File: src/rtl/reg_file_mp.sv
// reg_file_mp: parametrised multi-read-port register file for the decode stage.
// - XLEN-bit registers, DEPTH = 2**ADDR_W entries, NUM_RD combinational read ports.
// - Register 0 reads as zero and is never written.
// - After reset, a CLEAR sweep zeroes registers 1..DEPTH-1, then `ready` rises.
// - Optional macro REG_FILE_BYPASS_EN: a write in flight is forwarded to any read
//   port addressing the same register in the same cycle.
//   The default build (macro undefined) shows the pre-edge stored value instead.
module reg_file_mp #(
  parameter int XLEN   = 32,
  parameter int ADDR_W = 5,
  parameter int NUM_RD = 2
) (
  input  logic                     clk,
  input  logic                     rst_n,
  input  logic [NUM_RD*ADDR_W-1:0] rs,
  output logic [NUM_RD*XLEN-1:0]   rs_d,
  input  logic [ADDR_W-1:0]        rd,
  input  logic [XLEN-1:0]          rd_d,
  input  logic                     reg_wr,
  output logic                     ready
);

  localparam int                DEPTH    = 2 ** ADDR_W;
  // DEPTH is a power of two, so the last index is all ones.
  localparam logic [ADDR_W-1:0] LAST_IDX = ADDR_W'(DEPTH - 1);
  localparam logic [ADDR_W-1:0] FIRST_IDX = ADDR_W'(1);

  typedef enum logic {
    CLEAR = 1'b0,
    RUN   = 1'b1
  } state_t;

  state_t              state_q, state_d;
  logic [ADDR_W-1:0]   cnt_q, cnt_d;
  logic                ready_q, ready_d;

  // Single array write port.
  // It is shared between the clear sweep and user writes; the two never
  // overlap because user writes are only honoured in RUN.
  logic                mem_we;
  logic [ADDR_W-1:0]   mem_waddr;
  logic [XLEN-1:0]     mem_wdata;
  logic [XLEN-1:0]     mem_q [DEPTH];

  // A user write that will actually commit at the next edge.
  // Writes to register 0 and writes during the sweep are dropped, not queued.
  logic                user_wr;

  assign user_wr = (state_q == RUN) && reg_wr && (rd != '0);

  // Next-state logic for the sweep FSM and selection of the array write source.
  always_comb begin
    state_d   = state_q;
    cnt_d     = cnt_q;
    ready_d   = ready_q;
    mem_we    = 1'b0;
    mem_waddr = rd;
    mem_wdata = rd_d;
    case (state_q)
      CLEAR: begin
        mem_we    = 1'b1;
        mem_waddr = cnt_q;
        mem_wdata = '0;
        cnt_d     = cnt_q + 1'b1;
        if (cnt_q == LAST_IDX) begin
          state_d = RUN;
          ready_d = 1'b1;
        end
      end
      RUN: begin
        ready_d = 1'b1;
        mem_we  = user_wr;
      end
      default: begin
        state_d = CLEAR;
        cnt_d   = FIRST_IDX;
        ready_d = 1'b0;
      end
    endcase
  end

  // Control registers with synchronous active-low reset.
  // Reset restarts the sweep at register 1.
  always_ff @(posedge clk) begin
    if (!rst_n) begin
      state_q <= CLEAR;
      cnt_q   <= FIRST_IDX;
      ready_q <= 1'b0;
    end else begin
      state_q <= state_d;
      cnt_q   <= cnt_d;
      ready_q <= ready_d;
    end
  end

  // Register array write.
  // The array has no reset of its own; the sweep clears it instead.
  // Nothing is written on a reset edge.
  always_ff @(posedge clk) begin
    if (rst_n && mem_we) begin
      mem_q[mem_waddr] <= mem_wdata;
    end
  end

  assign ready = ready_q;

  // Independent combinational read ports.
  // Each port is zero during the sweep and when it addresses register 0.
  genvar gi;
  generate
    for (gi = 0; gi < NUM_RD; gi++) begin : g_rd
      logic [ADDR_W-1:0] addr;
      logic [XLEN-1:0]   data;

      assign addr = rs[gi*ADDR_W +: ADDR_W];

      // Select stored data, or forwarded write data when bypass is enabled.
      always_comb begin
        data = '0;
        if ((state_q == RUN) && (addr != '0)) begin
          data = mem_q[addr];
`ifdef REG_FILE_BYPASS_EN
          if (user_wr && (addr == rd)) begin
            data = rd_d;
          end
`endif
        end
      end

      assign rs_d[gi*XLEN +: XLEN] = data;
    end
  endgenerate

endmodule

File: config.mk
export PLATFORM = sky130hd
export DESIGN_NAME = reg_file_mp
export DESIGN_NICKNAME = d
export VERILOG_FILES = /design/src/rtl/reg_file_mp.sv
export SDC_FILE = /design/constraint.sdc
export NUM_CORES = 1
export LEC_CHECK = 0
export CAP_MARGIN = 15
export CORE_ASPECT_RATIO = 0.9
export CORE_MARGIN = 4
export CORE_UTILIZATION = 40
export CTS_CLUSTER_DIAMETER = 50
export DETAILED_ROUTE_END_ITERATION = 16
export GPL_TIMING_DRIVEN = 1
export PLACE_DENSITY = 0.65
export SKIP_LAST_GASP = 1
export SYNTH_ARGS = -nofsm -noshare
export SYNTH_HDL_FRONTEND = slang
export SYNTH_SLANG_ARGS = --single-unit
File: constraint.sdc
create_clock -name clk -period 3.3 [get_ports clk]
set_input_delay 0.825 -clock clk [delete_from_list [all_inputs] [get_ports clk]]
set_output_delay 0.825 -clock clk [all_outputs]
set_load 0.03 [all_outputs]
==> metrics.md, run 1 <==
| Metric | Value |
|---|---|
| Pint | approximately 23 mW |
| Clock share of power | 0.426 |
| Seq cells post-synth | approximately 1,000 |
| Hold-fix buffers, CTS | 0 |
| Worst setup margin | -0.3062 ns |
| Area leader, netlist | edfxtp_1 |
| Avg Cell Area, Syn | around 20 um^2 |
| Vias per cell | about 6.4 |
| Post-synth EDFFs | just over 1,000 |
| Placed Instances | 4,201 |
| VDD IR-drop max | about 380 uV |
| Net Switching | about 6.6 mW |
| Hold WS | ~0.46 ns |
| Synth Warn # | 0 |
| Most common cell after layout, fill and taps aside | edfxtp_1 |
| Reg2reg start | state_q |
| Fillers | between 8,000 and 9,000 |
| Crit path max fanout | 7 |
| Via count | just under 30,000 |
| I/O pin count | roughly 120 |
| Cells after Synth | between 2,000 and 2,500 |
| Netlist cell types | 47 |
| Switch share | 0.2228 |
| Post-DP HPWL | 95,110 um |
| RSZ-0062 raised after global routing | true |
| Core Rows | 120 |
| Final WL | 158,900 um |
| HP Start | ready |
| Peak Freq | around 0.28 GHz |
| Root Driver | clkbuf_16 |
| Relative slew margins | 0.2405 |
| DRC | 0 |
| RD Place Congestion | a little over 0.8 |
| Post-synth top flop | edfxtp_1 |
| Cts bufs inserted | roughly 110 |
| CP Capture Type | output pin |
| CTS H-tree depth | 3 |
| Global-route wire length before repair | approximately 220,000 um |
| CTS max path bufs | 3 |
| Largest net degree at the start of global routing | just under 70 |
| Vias in the first global route | 30,140 |
| Setup-failing EPs final | 64 |
| Tcrit/Tclk final | 1.093 |
| Dpl ws | -1.055 ns |
| Die height | around 340 um |
| Required time worst endpoint | 2.47 ns |
| Sequential fraction of design power | 0.487 |
| Max-slew violations | 0 |
| Post-Layout Cell Count | approximately 4,600 |
| Clock skew | between 0.02 and 0.025 ns |
| Worst-Margin Slew | 1.139 ns |
| Initial DRC count | 4,037 |
| Area of the mapped netlist | approximately 48,000 um^2 |
| Sink Count | roughly 1,000 |
| Pwr Density | 466.7 nW/um^2 |
| Post-DRT Antenna Nets | 0 |
| Clock Latency Late Sink | 0.69 ns |
| Most frequent cells in the layout | edfxtp_1, mux4_2, buf_4 |
| Initial Util | 0.4023 |
| Global Route Usage Sum | 0.2472 |
| DRT Pass-1 Iters | 5 |
| Total Nets Final | slightly below 3,000 |
| Synth-to-layout area growth | 31.98% |
| Failing checks | setup timing |
| Chip width | ~370 um |
| Gate power share | 0.087 |
| Kind of critical path | in -> out |
| CTS tree | done |
| DIE AREA | between 100,000 and 150,000 um^2 |
| Share of the synthesized area in the top cell type | 0.6436 |
| Final Hold Viols | 0 |
| Sequential area share after synthesis | 0.6465 |
| Grt ovf | 0 |
| Max-Cap Viols | 0 |
| Status | complete, but fails checks |
| Core Region | about 120,000 um^2 |
| FFs w/ async S/R, synth | 0 |
| Hold/Removal Path Class | reg -> reg |
| Initial antenna violation count | 6 |
| Leakage | approximately 22 nW |
| Port Buf Inserts | 114 |
| Syn nets | approximately 2,400 |
| Ranking of synthesized cells by area | edfxtp_1, mux4_2, mux2i_1 |
| Share of cells above drive strength 1 | 0.4929 |
| Crit path DAT | approximately 2.8 ns |
| CTS clock-pin slew for the worst setup and hold paths | approximately 0.050 ns |
| Crit path from | rs[1] |
| Drt wl/cell | roughly 35 um |
| Tmin final | 3.606 ns |
| Setup crit start kind | primary input |
sequential cells by signal, indices dropped and copies added (netlist names):
signal,flops
mem_q,1024
ready,1
cnt_q,5
state_q,1
what timing repair did:
action,CTS,global route
gates resized for setup,337,174
setup endpoints to repair,64,64
gates cloned,31,11
pin swaps,87,98
setup buffers,76,63
power by group through the flow:
stage	registers, mW	logic, mW	clock network, mW
3_3_place_gp	14.6	1.90	0
4_1_cts	14.3	2.37	12.7
3_5_place_dp	14.6	1.92	0
6_report	14.3	2.57	12.5
2_1_floorplan	14.6	1.16	0
5_1_grt	14.3	2.65	13.3
synthesized netlist by cell type, types with 2 or more instances:
library cell,instances
buf_4,16
mux4_2,448
nor2_1,36
o22a_1,32
and3_1,2
a211oi_1,31
and2_1,34
o221ai_1,63
a2111oi_0,8
or3_1,2
buf_2,59
nor2b_1,6
a2111oi_2,23
dfxtp_1,7
buf_6,24
nand3b_1,4
nand3_1,5
a21boi_0,2
o22ai_1,32
ha_1,2
edfxtp_1,1024
buf_1,11
clkbuf_1,84
a22o_1,32
a21oi_1,32
nand2b_1,5
o21ai_0,3
nand2_1,16
mux2i_1,260
mux2_2,3
or3b_2,2
nor3_1,3
a22oi_1,32
final timing paths:
kind                            slack [ns]             to  cells past startpoint
worst min register to register        0.46          ready                      1
worst min-delay path                  0.46          ready                      1
worst max-delay path                 -0.31       rs_d[30]                      8
worst max register to register        0.58  mem_q[22][11]                      7
cells by family after synthesis:
group / synth area share
muxes: 0.2664
xor gates and xnor gates: 0.0003667
adders and majority gates: 0.0005237
AOI/OAI and AO/OA: 0.05114
and+or+nand+nor: 0.01288
DFF: 0.6465
buffers and inverters: 0.02221
metal layers:
metal / routed length [um] / part of all wire / GRT usage
met1: 58980 / 0.37 / 0.3273
met2: 76320 / 0.48 / 0.3941
met3: 17240 / 0.11 / 0.06003
met4: 6291 / 0.040 / 0.1026
met5: 47 / 0.00030 / 0
through the flow:
| stage | utilization | TNS (ns) | total power, mW | instance area (um^2) |
|---|---|---|---|---|
| after floorplan | - | -14.70 | 15.75 | 48130 |
| after global routing | 0.5309 | -11.98 | 30.27 | 63050 |
| after global placement | 0.4602 | -41.18 | 16.50 | 54650 |
| after detailed placement | 0.4602 | -41.05 | 16.53 | 54660 |
| after CTS | 0.5193 | -9.699 | 29.37 | 61670 |
| final | 0.5309 | -10.10 | 29.43 | 63060 |
layout make-up:
class / instances / area (um^2) / share of cell area
Antenna cell: 1 / 2.502 / 0.00003968
Clock buffer: 128 / 2905 / 0.04607
Clock inverter: 75 / 774.5 / 0.01228
Inverter: 1 / 3.754 / 0.00005953
Multi-Input combinational cell: 1130 / 18140 / 0.2877
Sequential cell: 1031 / 30890 / 0.4899
Tap cell: 1586 / 1984 / 0.03147
Timing Repair Buffer: 603 / 8351 / 0.1324
worst max-delay path, cell delays in order:
cell       delay (ns)
buf_12           0.12
buf_12           0.13
buf_4            0.13
mux4_2           0.32
mux2i_1          0.08
and3_1           0.18
a2111oi_4        0.68
buf_4            0.28
Power figures use the tool's default switching activity.
==> inputs of run 2 (changes only) <==
CELL_PAD_IN_SITES_DETAIL_PLACEMENT = 1   (was not set)
CELL_PAD_IN_SITES_GLOBAL_PLACEMENT = 1   (was not set)
PLACE_DENSITY = 0.71   (was 0.65)
SKIP_CTS_REPAIR_TIMING = 1   (was not set)
==> metrics.md, run 2 (synthesis results as in run 1) <==
| Metric | Value |
|---|---|
| Status | complete, but fails checks (unchanged) |
| Failing checks | setup timing (unchanged) |
| RD Place Congestion | 0.8486 (was 0.8241) |
| Setup-failing EPs final | 64 (unchanged) |
| CTS max path bufs | 3 (unchanged) |
| RSZ-0062 raised after global routing | true (unchanged) |
| Required time worst endpoint | 2.47 ns (about the same) |
| Worst setup margin | -0.4038 ns (was -0.3062 ns) |
| Fillers | 10,360 (was 8,806) |
| Most frequent cells in the layout | edfxtp_1, mux4_2, buf_4 (unchanged) |
| Critical path's largest stage delay | 0.33 ns (was 0.68 ns) |
| Vias per cell | 6.667 (was 6.433) |
| Core Region | 118,800 um^2 (unchanged) |
| Post-DP HPWL | 102,800 um (was 95,110 um) |
| Kind of critical path | in -> out (unchanged) |
| Initial antenna violation count | 2 (was 6) |
| Tmin final | 3.704 ns (was 3.606 ns) |
| DRC | 0 (unchanged) |
| Leakage | 22.09 nW (was 22.33 nW) |
| Final WL | 175,800 um (was 158,900 um) |
| Initial Util | 0.4023 (unchanged) |
| Drt wl/cell | 38.76 um (was 34.88 um) |
| Vias in the first global route | 30,530 (was 30,140) |
| Die height | 335.9 um (unchanged) |
| Via count | 30,240 (was 29,300) |
| Crit path DAT | 2.88 ns (was 2.78 ns) |
| Clock skew | 0.02095 ns (was 0.02284 ns) |
| Relative slew margins | 0.2568 (was 0.2405) |
| Top Registers | mem_q x1024, cnt_q x5 (unchanged) |
| Share of cells above drive strength 1 | 0.4727 (was 0.4929) |
| Post-DRT Antenna Nets | 0 (unchanged) |
| Max-Cap Viols | 0 (unchanged) |
| Worst path slowest cell | mux4_2 (was a2111oi_4) |
| Clock Latency Late Sink | 0.70 ns (was 0.69 ns) |
| Global Route Usage Sum | 0.2582 (was 0.2472) |
| Sink Count | 1,031 (unchanged) |
| Min-Delay Endpoint | ready (unchanged) |
| Port Buf Inserts | 114 (unchanged) |
| Final Hold Viols | 0 (unchanged) |
| Placed Instances | 4,186 (was 4,201) |
| CP cell instances | buf_8, buf_4, buf_16, buf_16, mux4_2, mux2i_1, o22a_1, o221ai_2, buf_12 (was buf_12, buf_12, buf_4, mux4_2, mux2i_1, and3_1, a2111oi_4, buf_4) |
| DIE AREA | 125,000 um^2 (unchanged) |
| Total Nets Final | 2,904 (was 2,930) |
| R2r worst-path depth | 5 (was 7) |
| Core Rows | 120 (unchanged) |
| Critical path's top delay family | buffers and inverters (was compound AO/OA/AOI/OAI gates) |
| Max-slew violations | 0 (unchanged) |
| HP Start | ready (unchanged) |
| I/O pin count | 115 (unchanged) |
| Setup TNS | -15.29 ns (was -10.10 ns) |
| Chip width | 372.3 um (unchanged) |
| CP Capture Type | output pin (unchanged) |
| Initial DRC count | 4,334 (was 4,037) |
| Tcrit/Tclk final | 1.122 (was 1.093) |
| Most common cell after layout, fill and taps aside | edfxtp_1 (unchanged) |
| R2R Setup Slk | 0.42 ns (was 0.58 ns) |
| Crit path max fanout | 26 (was 7) |
| Dpl ws | -0.8975 ns (was -1.055 ns) |
| Most frequent cell on the critical path | buf_16 |
| Hold Path Depth | 1 (unchanged) |
| Grt ovf | 0 (unchanged) |
| Hold WS | 0.4706 ns (was 0.4602 ns) |
| Pwr Density | 483.9 nW/um^2 (was 466.7 nW/um^2) |
| Hold/Removal Path Class | reg -> reg (unchanged) |
| Setup crit start kind | primary input (unchanged) |
| Synth-to-layout area growth | 30.27% (was 31.98%) |
| Area post-placement | 54,750 um^2 (was 54,660 um^2) |
| Peak Freq | 0.2700 GHz (was 0.2773 GHz) |
| Buf/Inv on CP | 5 (was 4) |
| Reg-to-reg endpoint | mem_q[26][11] (was mem_q[22][11]) |
| Root Driver | clkbuf_16 (unchanged) |
| VDD IR-drop max | 412.0 uV (was 375.3 uV) |
| Reg2reg start | state_q (unchanged) |
| Global-route wire length before repair | 230,500 um (was 220,800 um) |
| Post-Layout Cell Count | 4,536 (was 4,555) |
| CTS H-tree depth | 3 (unchanged) |
| Largest net degree at the start of global routing | 60 (was 68) |
| DRT Pass-1 Iters | 6 (was 5) |
| Finished Cell Area | 62,240 um^2 (was 63,060 um^2) |
| Max reg flops | 1,024 (unchanged) |
| Largest Register | mem_q (unchanged) |
| CTS clock-pin slew for the worst setup and hold paths | 0.06 ns (was 0.05 ns) |
| Worst-Margin Slew | 1.115 ns (was 1.139 ns) |
| Cts bufs inserted | 117 (was 111) |
| CTS tree | done (unchanged) |
==> run 2: layout make-up <==
| class | instances | area (um^2) | area share |
|---|---|---|---|
| multi-input combinational | 1130 | 17770 | 0.2855 |
| sequential | 1031 | 30890 | 0.4964 |
| antenna | 1 | 2.502 | 0.00004021 |
| timing repair buffer | 571 | 7679 | 0.1234 |
| clock inverter | 85 | 907.1 | 0.01457 |
| tap | 1586 | 1984 | 0.03188 |
| clock buffer | 131 | 3002 | 0.04823 |
| inverter | 1 | 3.754 | 0.00006031 |
==> run 2: worst max-delay path by stage <==
stage | from | endpoint | depth (start not counted)
after floorplan | rs[3] | rs_d[5] | 7
after global placement | rs[3] | rs_d[6] | 7
after detailed placement | rs[3] | rs_d[6] | 7
after CTS | rs[3] | rs_d[6] | 7
after global routing | rs[0] | rs_d[5] | 10
final | rs[6] | rs_d[49] | 9
==> run 2: metal layers <==
layer / up-vias / track usage / wire length [um]
met5: - / 0 / 14
met4: 2 / 0.08753 / 9015
met3: 486 / 0.04714 / 18490
met1: 16160 / 0.3528 / 64740
li1: 11360 / - / -
met2: 2233 / 0.4205 / 83550
==> run 2: power breakdown <==
group	total, mW	internal, mW	leakage, nW	switching [mW]
Combinational	2.44	1.17	9.19	1.27
Sequential	14.3	14.3	11.0	0.0499
Clock	13.3	7.70	1.89	5.64
Total	30.1	23.2	22.1	6.96
==> run 2: per-stage QoR <==
step / util / total power [mW]
after floorplan: - / 15.75
after global placement: 0.4610 / 16.49
after detailed placement: 0.4610 / 16.54
after CTS: 0.4939 / 29.67
after global routing: 0.5240 / 30.95
final: 0.5241 / 30.12
==> edit (config.mk and constraints of run 1) <==
Add a define of `REG_FILE_BYPASS_EN`.
--- a/src/rtl/reg_file_mp.sv
+++ b/src/rtl/reg_file_mp.sv
@@ -5,6 +5,8 @@
 // - Optional macro REG_FILE_BYPASS_EN: a write in flight is forwarded to any read
 //   port addressing the same register in the same cycle.
 //   The default build (macro undefined) shows the pre-edge stored value instead.
+`define REG_FILE_BYPASS_EN
+
 module reg_file_mp #(
   parameter int XLEN   = 32,
   parameter int ADDR_W = 5,
Behaviour: no difference found for any inputs over 4 cycles, from zero or initial values and one cycle with rst_n low; that may be too few to reach the edited logic, so the function may still have changed.
==> edit against run 1 <==
- the flow still finishes with violations (setup timing)
- power grew 1.0%
- first-iteration DRC count grew 38%
- register-to-register slack gained 0.07 ns
- die area grew 1.4%
- utilization grew 0.60 points
- combinational power grew 15%
- synthesized area grew 1.4%
- non-clock buffer count grew 150
- sequential cell count is the same
- setup slack lost 0.17 ns
- hold slack gained 0.0043 ns
- wire length grew 14%
- final area grew 1.9%
- critical path type unchanged
==> edit: results (changes against run 1) <==
Timing
  • Final setup viols: 64 (unchanged)
  • Slew at the pin closest to its max-slew limit: 1.13 ns (-0.0117 ns)
  • Final worst setup slack: -0.480 ns (-0.173 ns)

Status
  • Failing checks: setup timing
  • Status: complete, but fails checks

Power
  • Max IR drop VDD: 0.000423 V (+13%)
  • Leak pwr: 21.7 nW (-2.6%)

Global route
  • Initial antenna violation count: 4 (-2)
  • First-pass GRT wire length: 251 mm (+14%)
  • Vias in the first global route: 33066 (+9.7%)

Drt
  • WL met3: 28.0 mm (+63%)
  • Met2 wire length: 79.2 mm (+3.7%)
  • WL/cell: 36.4 um (+4.4%)
  • First-pass DRT Iterations: 6 (+1)

Synth
  • Sequential area share after synthesis: 0.638 (-0.00902)
  • Synthesized Nets: 2720 (+13%)
  • Commonest cells post-synth: edfxtp_1 (1024), mux4_2 (362), mux2i_1 (298)

Worst setup path
  • Max incr delay on CP: 0.50 ns (-0.18 ns)
  • Slowest cell on crit path: mux4_2
  • CP Capture Point: rs_d[12]
  • Crit path from: rs[0]

Layout
  • Layout cells sized above 1: 0.459 (-0.0337)
  • Nets@finish: 3355 (+15%)

Placed design
  • GPL Wtd Cong: 0.922 (+12%)
  • Worst slack, placed: -1.20 ns (-0.148 ns)
-- edit: changes by cell type in the layout (fill, tap and decap cells not counted), moves of 35 or more --
cell      change
a221oi_1     +61
nand2_1      +47
mux4_2       -83
buf_4       +125
a22oi_1      +44
mux2i_1      +76
a221o_1      +35
buf_12       +42
-- edit: cells by family after synthesis --
logic type | Yosys count | share of synthesized area
xor gates and xnor gates | 13 | 0.00235
adders and majority gates | 2 | 0.000516
AOI/OAI and AO/OA | 508 | 0.0792
buffers and inverters | 231 | 0.0238
muxes | 678 | 0.236
DFF | 1031 | 0.638
and+or+nand+nor | 205 | 0.0201
-- edit: power by group through the flow --
stage                     registers [mW]  logic [mW]  clock network [mW]
after floorplan                     14.6        1.17                   0
after global placement              14.6        2.36                   0
after detailed placement            14.6        2.38                   0
after CTS                           14.3        2.69                12.5
after global routing                14.3        3.00                13.1
final                               14.3        2.95                12.4
-- edit: how the worst min path moves through the flow --
stage	start	end	slack (ns)	cells past startpoint
final	ready	ready	0.46	1
after global routing	ready	ready	0.49	1
after CTS	ready	ready	0.47	1
after detailed placement	ready	ready	0.46	1
after global placement	ready	ready	0.44	1
after floorplan	cnt_q[4]	cnt_q[4]	0.54	2
-- edit: area by class of cell --
class	instances	area (sq um)
Fill cell	9026	55400
Sequential cell	1031	30900
Multi-Input combinational cell	1406	18100
Timing Repair Buffer	753	9710
Clock buffer	118	2720
Tap cell	1586	1980
Clock inverter	80	840
Inverter	5	18.8
Antenna cell	2	5.00
-- edit: routing by layer --
layer | up-vias | GRT usage
li1 | 12844 | -
met2 | 2736 | 0.404
met3 | 514 | 0.106
met5 | - | 0
met4 | 8 | 0.0915
met1 | 17350 | 0.378
-- edit: worst max-delay path, delay by kind of cell --
kind | cells | cell delay [ns]
compound gates | 3 | 0.80
buf+inv | 5 | 0.68
mux | 1 | 0.50
simple gates | 1 | 0.12
-- edit: metrics by stage --
| step | area [sq um] | instances | utilization | power, mW | TNS (ns) |
|---|---|---|---|---|---|
| global placement | 56900 | 4649 | 0.476 | 17.0 | -63.31 |
| global route | 64300 | 4979 | 0.537 | 30.5 | -25.08 |
| CTS | 62800 | 4915 | 0.525 | 29.5 | -22.59 |
| floorplan | 48500 | 2668 | - | 15.8 | -267.98 |
| finish | 64300 | 4981 | 0.537 | 29.7 | -22.92 |
| detailed placement | 56900 | 4649 | 0.476 | 17.0 | -66.04 |
-- edit: repair_timing --
item	in CTS	in global routing
buffers inserted	52	74
endpoints found under the setup margin	64	64
gates resized for setup	356	208
pin swaps	86	106
gates cloned	25	9
